File: src/rtl/kernel_request_arbiter_if.sv
// Requester and kernel-generator signals shared by kernel_request_arbiter.
// The slave modport is the arbiter; the master modport is its environment
// (the filter-stage requesters together with the kernel generator).
interface kernel_request_arbiter_if #(
  parameter int unsigned NREQ = 4
);
  localparam int unsigned SIGMA_W = 3;

  logic [NREQ-1:0]              req;
  logic [NREQ-1:0][SIGMA_W-1:0] req_sigma;
  logic [NREQ-1:0]              grant;
  logic [NREQ-1:0]              ack;
  logic                         ack_err;
  logic                         busy;
  logic                         kern_start;
  logic [SIGMA_W-1:0]           kern_sigma;
  logic                         kern_done;
  logic                         kern_err;

  modport slave (
    input  req, req_sigma, kern_done, kern_err,
    output grant, ack, ack_err, busy, kern_start, kern_sigma
  );

  modport master (
    output req, req_sigma, kern_done, kern_err,
    input  grant, ack, ack_err, busy, kern_start, kern_sigma
  );
endinterface

File: src/rtl/kernel_request_arbiter.sv
// kernel_request_arbiter: shares one Gaussian kernel generator between NREQ
// requesters. Round-robin pick in IDLE, one-cycle launch, supervised wait
// with a timeout, then a one-cycle acknowledge carrying an error status.
// Optional feature: define KERNEL_CACHE_EN to keep the sigma of the last
// successful build and answer a repeat request without relaunching.
module kernel_request_arbiter #(
  parameter int unsigned NREQ    = 4,
  parameter int unsigned TIMEOUT = 64
) (
  input logic                     clk,
  input logic                     n_rst,
  kernel_request_arbiter_if.slave bus
);

  localparam int unsigned SIGMA_W = 3;
  localparam int unsigned IDXW    = (NREQ > 1) ? $clog2(NREQ) : 1;
  localparam int unsigned TW      = (TIMEOUT > 1) ? $clog2(TIMEOUT) : 1;

  typedef enum logic [1:0] {
    IDLE   = 2'd0,
    LAUNCH = 2'd1,
    WAIT   = 2'd2,
    RESP   = 2'd3
  } state_e;

  state_e              state_q, state_d;
  logic [IDXW-1:0]     idx_q, idx_d;
  logic [IDXW-1:0]     rr_ptr_q, rr_ptr_d;
  logic [SIGMA_W-1:0]  sigma_q, sigma_d;
  logic [TW-1:0]       timer_q, timer_d;
  logic                err_sticky_q, err_sticky_d;
  logic                status_q, status_d;

  logic [NREQ-1:0]     grant_q, grant_d;
  logic [NREQ-1:0]     ack_q, ack_d;
  logic                ack_err_q, ack_err_d;
  logic                busy_q, busy_d;
  logic                kern_start_q, kern_start_d;
  logic [SIGMA_W-1:0]  kern_sigma_q, kern_sigma_d;

`ifdef KERNEL_CACHE_EN
  logic                cache_valid_q, cache_valid_d;
  logic [SIGMA_W-1:0]  cache_sigma_q, cache_sigma_d;
`endif

  logic                win_found_c;
  logic [IDXW-1:0]     win_idx_c;
  logic [IDXW-1:0]     cand_c;

  // Round-robin search: first set request bit at or above rr_ptr, wrapping.
  always_comb begin
    win_found_c = 1'b0;
    win_idx_c   = '0;
    cand_c      = '0;
    for (int unsigned i = 0; i < NREQ; i++) begin
      if (32'(rr_ptr_q) + i >= NREQ) begin
        cand_c = IDXW'(32'(rr_ptr_q) + i - NREQ);
      end else begin
        cand_c = IDXW'(32'(rr_ptr_q) + i);
      end
      if (!win_found_c && bus.req[cand_c]) begin
        win_found_c = 1'b1;
        win_idx_c   = cand_c;
      end
    end
  end

  // Next-state, supervision and next values of the registered outputs.
  always_comb begin
    state_d      = state_q;
    idx_d        = idx_q;
    rr_ptr_d     = rr_ptr_q;
    sigma_d      = sigma_q;
    timer_d      = timer_q;
    err_sticky_d = err_sticky_q;
    status_d     = status_q;
`ifdef KERNEL_CACHE_EN
    cache_valid_d = cache_valid_q;
    cache_sigma_d = cache_sigma_q;
`endif

    unique case (state_q)
      IDLE: begin
        if (win_found_c) begin
          idx_d   = win_idx_c;
          sigma_d = bus.req_sigma[win_idx_c];
          state_d = LAUNCH;
`ifdef KERNEL_CACHE_EN
          // A repeat of the last good sigma needs no generator run.
          if (cache_valid_q && (bus.req_sigma[win_idx_c] == cache_sigma_q)) begin
            status_d = 1'b0;
            state_d  = RESP;
          end
`endif
        end
      end

      LAUNCH: begin
        err_sticky_d = 1'b0;
        timer_d      = '0;
        state_d      = WAIT;
      end

      WAIT: begin
        err_sticky_d = err_sticky_q | bus.kern_err;
        if (bus.kern_done) begin
          // Completion beats a timeout landing on the same cycle.
          status_d = err_sticky_q | bus.kern_err;
          state_d  = RESP;
        end else if (timer_q == TW'(TIMEOUT - 1)) begin
          status_d = 1'b1;
          state_d  = RESP;
        end else begin
          timer_d = timer_q + TW'(1);
        end
      end

      RESP: begin
        rr_ptr_d = (idx_q == IDXW'(NREQ - 1)) ? '0 : idx_q + IDXW'(1);
        state_d  = IDLE;
`ifdef KERNEL_CACHE_EN
        cache_valid_d = !status_q;
        cache_sigma_d = sigma_q;
`endif
      end

      default: begin
        state_d = IDLE;
      end
    endcase

    grant_d      = '0;
    ack_d        = '0;
    ack_err_d    = 1'b0;
    busy_d       = (state_d != IDLE);
    kern_start_d = (state_d == LAUNCH);
    kern_sigma_d = (state_d == LAUNCH) ? sigma_d : kern_sigma_q;
    if (state_d != IDLE) begin
      grant_d[idx_d] = 1'b1;
    end
    if (state_d == RESP) begin
      ack_d[idx_d] = 1'b1;
      ack_err_d    = status_d;
    end
  end

  // State, bookkeeping and output registers.
  always_ff @(posedge clk or negedge n_rst) begin
    if (!n_rst) begin
      state_q      <= IDLE;
      idx_q        <= '0;
      rr_ptr_q     <= '0;
      sigma_q      <= '0;
      timer_q      <= '0;
      err_sticky_q <= 1'b0;
      status_q     <= 1'b0;
      grant_q      <= '0;
      ack_q        <= '0;
      ack_err_q    <= 1'b0;
      busy_q       <= 1'b0;
      kern_start_q <= 1'b0;
      kern_sigma_q <= '0;
`ifdef KERNEL_CACHE_EN
      cache_valid_q <= 1'b0;
      cache_sigma_q <= '0;
`endif
    end else begin
      state_q      <= state_d;
      idx_q        <= idx_d;
      rr_ptr_q     <= rr_ptr_d;
      sigma_q      <= sigma_d;
      timer_q      <= timer_d;
      err_sticky_q <= err_sticky_d;
      status_q     <= status_d;
      grant_q      <= grant_d;
      ack_q        <= ack_d;
      ack_err_q    <= ack_err_d;
      busy_q       <= busy_d;
      kern_start_q <= kern_start_d;
      kern_sigma_q <= kern_sigma_d;
`ifdef KERNEL_CACHE_EN
      cache_valid_q <= cache_valid_d;
      cache_sigma_q <= cache_sigma_d;
`endif
    end
  end

  assign bus.grant      = grant_q;
  assign bus.ack        = ack_q;
  assign bus.ack_err    = ack_err_q;
  assign bus.busy       = busy_q;
  assign bus.kern_start = kern_start_q;
  assign bus.kern_sigma = kern_sigma_q;

endmodule

File: src/flat_wrapper.sv
// flat-port wrapper written by rule: the top's interface ports become plain ports
module kernel_request_arbiter_flat 
#(
  parameter int unsigned NREQ    = 4,
  parameter int unsigned TIMEOUT = 64
)
  (clk, n_rst, bus_req, bus_req_sigma, bus_kern_done, bus_kern_err, bus_grant, bus_ack, bus_ack_err, bus_busy, bus_kern_start, bus_kern_sigma);
  kernel_request_arbiter_if #(.NREQ(NREQ)) bus_i ();
  input logic clk;
  input logic n_rst;
  input wire logic [$bits(bus_i.req)-1:0] bus_req;
  input wire logic [$bits(bus_i.req_sigma)-1:0] bus_req_sigma;
  input wire logic [$bits(bus_i.kern_done)-1:0] bus_kern_done;
  input wire logic [$bits(bus_i.kern_err)-1:0] bus_kern_err;
  output wire logic [$bits(bus_i.grant)-1:0] bus_grant;
  output wire logic [$bits(bus_i.ack)-1:0] bus_ack;
  output wire logic [$bits(bus_i.ack_err)-1:0] bus_ack_err;
  output wire logic [$bits(bus_i.busy)-1:0] bus_busy;
  output wire logic [$bits(bus_i.kern_start)-1:0] bus_kern_start;
  output wire logic [$bits(bus_i.kern_sigma)-1:0] bus_kern_sigma;
  assign bus_i.req = bus_req;
  assign bus_i.req_sigma = bus_req_sigma;
  assign bus_i.kern_done = bus_kern_done;
  assign bus_i.kern_err = bus_kern_err;
  assign bus_grant = bus_i.grant;
  assign bus_ack = bus_i.ack;
  assign bus_ack_err = bus_i.ack_err;
  assign bus_busy = bus_i.busy;
  assign bus_kern_start = bus_i.kern_start;
  assign bus_kern_sigma = bus_i.kern_sigma;
  kernel_request_arbiter #(.NREQ(NREQ), .TIMEOUT(TIMEOUT)) u_core (.clk(clk), .n_rst(n_rst), .bus(bus_i));
endmodule
File: config.mk
export PLATFORM = sky130hd
export DESIGN_NAME = kernel_request_arbiter_flat
export DESIGN_NICKNAME = d
export VERILOG_FILES = /design/src/rtl/kernel_request_arbiter_if.sv /design/src/rtl/kernel_request_arbiter.sv /design/src/flat_wrapper.sv
export SDC_FILE = /design/constraint.sdc
export NUM_CORES = 1
export LEC_CHECK = 0
export CAP_MARGIN = 15
export CORE_UTILIZATION = 54
export CTS_CLUSTER_DIAMETER = 120
export DETAILED_ROUTE_END_ITERATION = 8
export PLACE_DENSITY = 0.84
export SYNTH_ARGS = -nofsm -noshare
export SYNTH_HDL_FRONTEND = slang
export SYNTH_SLANG_ARGS = --single-unit
File: constraint.sdc
create_clock -name clk -period 2.6 [get_ports clk]
set_input_delay 0.26 -clock clk [delete_from_list [all_inputs] [get_ports clk]]
set_output_delay 0.26 -clock clk [all_outputs]
set_load 0.02 [all_outputs]
Word-level counts from Yosys, hierarchy flattened --
Index checks and enable logic that the tools add are counted.
Word-level totals: logic and storage cells 97, bits of input ports 20, bits in registers 31, output and inout bits 14
Cells by class: add/subtract/negate cells 9, reductions and logical operators 11, mux-type cells 43, order comparisons 11, bitwise logic cells 1, equality and inequality tests 9
Operators with widths (count):
- two-way mux 2 bit | 14
- less-than comparator 2 x 3 -> 1 bit (second input constant) | 6
- two-way mux 1 bit | 13
- two-way mux 6 bit | 2
- one-hot mux 6 bit (2 select lines) | 1
- >= comparator 3 bit (second input constant) | 3
- two-way mux 3 bit | 3
- binary-select mux 1 bit (select 2 bit) | 4
- equality test 2 bit (second input constant) | 4
- two-way mux 4 bit | 2
- one-hot mux 2 bit (4 select lines) | 1
- subtractor 2 x 1 -> 2 bit (second input constant) | 4
- adder 2 x 2 -> 3 bit (second input constant) | 2
- adder 6 x 1 -> 6 bit (second input constant) | 1
- binary-select mux 3 bit (select 2 bit) | 1
- equality test 6 bit (second input constant) | 1
- equality test 2 x 1 -> 1 bit (second input constant) | 2
- logical AND 1 bit | 4
- inequality test 2 bit (second input constant) | 2
- nonzero test 2 bit | 2
- adder 2 x 1 -> 3 bit (second input constant) | 1
- >= comparator 2 x 3 -> 1 bit (second input constant) | 1
- zero test 1 bit | 3
- AND reduction 3 bit | 1
- 6 further kinds | 6

Logic depth before layout (Yosys ltp) --
word-level depth 21, depth in mapped cells 8

Least setup slack after synthesis --
No wires, ideal clock.
path type register to register, start register u_core.state_q[0], end register u_core.grant_q[1], in the netlist u_core.bus.grant[1], path slack 0.878 ns, period minus slack after synthesis 1.722 ns, path buffers 0, cell stages (with the launch flop) 7, arrival time 1.648 ns, library setup time 0.074 ns, path through dfrtp_1 -> inv_1 -> ha_1 -> o41ai_4 -> o41ai_2 -> o21ai_0 -> nor2_1
Between the ends: word-level cells in the longest chain between the ends 7, elaborated cells on any way between the ends 16
Ends and longest elaborated chain:
- from (decl) | RTL line kernel_request_arbiter.sv:26 | state_e state_q, state_d;
- from (signal assigned) | RTL line kernel_request_arbiter.sv:168 | state_q <= state_d;
- zero test 2 bit * | RTL line kernel_request_arbiter.sv:82 | unique case (state_q)
- two-way mux 2 bit * | RTL line kernel_request_arbiter.sv:82
- named net u_core.idx_d[0] | RTL line kernel_request_arbiter.sv:27 | logic [IDXW-1:0] idx_q, idx_d;
- less-than comparator 2 x 3 -> 1 bit (implied by the code) or >= comparator 2 x 1 -> 1 bit (tied branches) | RTL line kernel_request_arbiter.sv:139 | grant_d[idx_d] = 1'b1;
- logical AND 1 bit (implied by the code) | RTL line kernel_request_arbiter.sv:139
- two-way mux 1 bit (implied by the code) | RTL line kernel_request_arbiter.sv:139
- demux 1 bit (select 2 bit) *
- two-way mux 4 bit * | RTL line kernel_request_arbiter.sv:138 | if (state_d != IDLE) begin
- named net u_core.grant_d[1] | RTL line kernel_request_arbiter.sv:34 | logic [NREQ-1:0] grant_q, grant_d;
- to (signal assigned) | RTL line kernel_request_arbiter.sv:175 | grant_q <= grant_d;
- to (decl) | RTL line kernel_request_arbiter.sv:34
The timed path passes the listed nets; every way through them passes the cells marked *. A chain may end at the register's enable or synchronous reset.

Final worst setup path --
start input port bus_req[1], end register u_core.kern_sigma_q[1], in the netlist u_core.bus.kern_sigma[1]
Between the ends: word-level cells in the longest chain between the ends 16, elaborated cells on any way between the ends 29
Ends and longest elaborated chain:
- from (decl) | RTL line flat_wrapper.sv:11 | input wire logic [$bits(bus_i.req)-1:0] bus_req;
- binary-select mux 1 bit (select 2 bit) | RTL line kernel_request_arbiter.sv:61 | if (!win_found_c && bus.req[cand_c]) begin
- two-way mux 1 bit (implied by the code) | RTL line kernel_request_arbiter.sv:61
- two-way mux 1 bit | RTL line kernel_request_arbiter.sv:61
- zero test 1 bit | RTL line kernel_request_arbiter.sv:61
- logical AND 1 bit | RTL line kernel_request_arbiter.sv:61
- two-way mux 1 bit | RTL line kernel_request_arbiter.sv:61
- zero test 1 bit | RTL line kernel_request_arbiter.sv:61
- logical AND 1 bit | RTL line kernel_request_arbiter.sv:61
- two-way mux 1 bit | RTL line kernel_request_arbiter.sv:61
- zero test 1 bit | RTL line kernel_request_arbiter.sv:61
- logical AND 1 bit | RTL line kernel_request_arbiter.sv:61
- two-way mux 2 bit | RTL line kernel_request_arbiter.sv:61
- binary-select mux 3 bit (select 2 bit) | RTL line kernel_request_arbiter.sv:86 | sigma_d = bus.req_sigma[win_idx_c];
- two-way mux 3 bit (implied by the code) | RTL line kernel_request_arbiter.sv:86
- two-way mux 3 bit | RTL line kernel_request_arbiter.sv:84 | if (win_found_c) begin
- two-way mux 3 bit | RTL line kernel_request_arbiter.sv:82
- to (signal assigned) | RTL line kernel_request_arbiter.sv:180 | kern_sigma_q <= kern_sigma_d;
- to (decl) | RTL line kernel_request_arbiter.sv:39 | logic [SIGMA_W-1:0] kern_sigma_q, kern_sigma_d;
Parallel ways exist; a longest one is shown, timed or not. The select of a mux whose other input is x is not followed.

==> run metrics <==
status finished clean; vias in the first global route 1,316; CTS Buf Count 5; die area 3120 um2; # Max-Cap Violations 0; die width 55.8 um; Cell Pwr Density 1150 nW/um2; Slew Viols, Final 0; nature of the critical path startpoint primary input; leakage 0.885 nW; TritonCTS Sinks 31; setup bufs post-CTS 0; Max IR drop VDD 0.891 mV; Max Fclk ~0.48 GHz; FFs w/ async S/R, synth 100%; DRT Wirelength 3320 um; Nets 217; Worst path slowest cell clkdlybuf4s50_1; vias 1,261; RePlAce Congestion 0.810; cell taking the most area after synthesis dfrtp_1; area grow syn2layout 27.7%; core area 2760 um2; Slew HR 57.7%; delay of the slowest critical-path stage 630 ps; boundary pin count 34; initial antenna violation count 0; Synth Warn # 0; Final period util 79.7%; worst slew pin tran between 600 and 700 ps; Root Buffer clkbuf_4; DRT Pass-1 Iters 4; H-tree depth 2; largest net degree at the start of global routing 32; Initial Util 56.8%; hold buffer count at cts 0; Seq/Total Area, Yosys 49.6%; Post-synth EDFFs 0; cell count after synthesis 154; Yosys top cell area share 49.6%; storage element area 776 um2; row count 19; GRT Total Usage 24.3%; DR WL/cell 14.9 um; Resized cells post-CTS 0; GR Overflow Total 0; first-pass GRT wire length ~5800 um; Vias/cell 5.65; Avg Inst Size Synth between 10 and 15 um2; minimum clock period 2070 ps; filler instances between 200 and 250; dominant synthesized flop cell dfrtp_1; PortBufs 33; Clk Latency, worst-skew pair 320 ps; CP delay by family, top simple AND/OR/NAND/NOR gates; # setup viols final 0; synth unique cells 39; Yosys reg bits 31; DRT iter0 DRCs 77; syn_nets 180; worst endpoint data arrival time 2300 ps; Syn Std Cell Area 1570 um2; multi-input logic area 754 um2; RSZ-0062 raised after global routing no; Sum Neg Setup Slack 0 ps; most frequent cells after synthesis 31 x dfrtp_1, 17 x nor2_1, 13 x nand2_1; critical path peak fanout 12; layout cells sized above 1 10.9%; final core occ 72.5%; Final Hold Violating Endpoints 0; top-count cell post-synth dfrtp_1; worst path bufs/invs 1; top area cells in the synthesized netlist dfrtp_1 50%, ha_1 4.8%, nor2_1 4.1%; Critical Path End Type flip-flop; CTS tree done; CP Cell Sequence clkdlybuf4s50_1, nand2b_1, or4b_4, a21boi_0, and3b_1, o41ai_2; Max clock buf depth 2; Setup CP Type primary input to flip-flop; # diodes 0; HP Class primary input to async pin; height of the die 55.8 um; clock slew at reported path FFs approximately 90 ps; HPWL after DPL 2450 um; drc violations 0; post-route ant nets 0; Required @ worst endpoint 2820 ps; Final Skew between 2 and 2.5 ps
area by class of cell:
class / instances / share of cell area (%)
Clock buffer: 7 / 3.26
Clock inverter: 1 / 0.376
Inverter: 5 / 0.939
Multi-Input combinational cell: 114 / 37.8
Sequential cell: 31 / 38.8
Tap cell: 31 / 1.94
Timing Repair Buffer: 34 / 16.9
metal layers:
| layer | part of all wire (%) | wire length (um) | track usage [%] | vias up |
|---|---|---|---|---|
| met5 | 0 | 0 | 0 | - |
| met4 | 0.99 | 33 | 6.97 | 0 |
| met3 | 5.9 | 197 | 7.44 | 6 |
| met2 | 51 | 1690 | 42.0 | 40 |
| met1 | 42 | 1400 | 29.6 | 596 |
| li1 | - | - | - | 619 |
logic make-up (layout without fill, tap and decap cells):
kind of cell | count (synthesis) | count (layout) | synth area share, %
compound gates | 33 | 33 | 16.7
fa+ha+maj | 6 | 6 | 4.80
buf+inv | 9 | 47 | 2.24
flops | 31 | 31 | 49.6
mux | 1 | 1 | 0.719
simple gates | 70 | 70 | 23.7
xor+xnor | 4 | 4 | 2.24
worst reg2reg max path, cell delays in order (launching register included):
cell and delay, ps:
dfrtp_1 410, inv_1 140, ha_1 220, o41ai_4 150, o41ai_2 680, o21ai_0 240, nor2_1 130
metrics by stage:
step / instance area, um2 / setup WS, ps / total power (W) / instances / hold slack [ps]
after floorplan: 1570 / 878 / 0.00160 / 154 / -35.6
after detailed placement: 1930 / 188 / 0.00198 / 215 / 508
after CTS: 2000 / 520 / 0.00231 / 223 / 314
after global routing: 2000 / 375 / 0.00248 / 223 / 348
after global placement: 1930 / 312 / 0.00194 / 215 / 465
final: 2000 / 528 / 0.00230 / 223 / 312
cells in the final DEF (no fill, tap or decap), types with 2 or more instances in the layout:
master            n
o21ai_0           4
clkbuf_8          2
o211ai_1          2
a21boi_0          6
nor2_1           17
and3b_1           2
nand4_1           2
o21bai_1          2
dfrtp_1          31
o21ai_1           3
nand2_1          13
clkdlybuf4s50_1  33
or2_2             2
a21oi_1           6
nor3_1            5
clkbuf_4          5
nand3_1           9
nand2b_1          5
o41ai_2           2
a31oi_1           3
ha_1              6
xor2_1            3
and3_1            4
inv_1             4
nor2b_1           4
where the power goes:
part           leakage (nW)  internal (W)  switching, W  total, W
Clock                0.0375      0.000158      0.000163  0.000321
Sequential            0.394      0.000669      0.000102  0.000771
Combinational         0.454      0.000510      0.000697   0.00121
Total                 0.885       0.00134      0.000962   0.00230
worst paths after layout:
kind / startpoint / to / slack, ps / cells past startpoint
max in group asynchronous: n_rst / u_core.timer_q[3] / 2000 / 2
min in group clk: u_core.bus.kern_sigma[1] / u_core.bus.kern_sigma[1] / 530 / 2
hold / removal: n_rst / u_core.sigma_q[1] / 310 / 2
setup / recovery: bus_req[1] / u_core.bus.kern_sigma[1] / 530 / 6
hold reg to reg: u_core.bus.kern_sigma[1] / u_core.bus.kern_sigma[1] / 530 / 2
setup reg to reg: u_core.state_q[0] / u_core.bus.grant[3] / 570 / 6
sequential cells by signal, indices dropped and copies added (netlist names):
signal and cells:
u_core.err_sticky_q 1, u_core.bus.kern_sigma 3, u_core.idx_q 2, u_core.bus.kern_start 1, u_core.sigma_q 3, u_core.bus.ack_err 1
u_core.state_q 2, u_core.bus.ack 4, u_core.bus.grant 4, u_core.timer_q 6, u_core.bus.busy 1, u_core.status_q 1
u_core.rr_ptr_q 2
No activity file was read; power rests on OpenSTA's default activity.
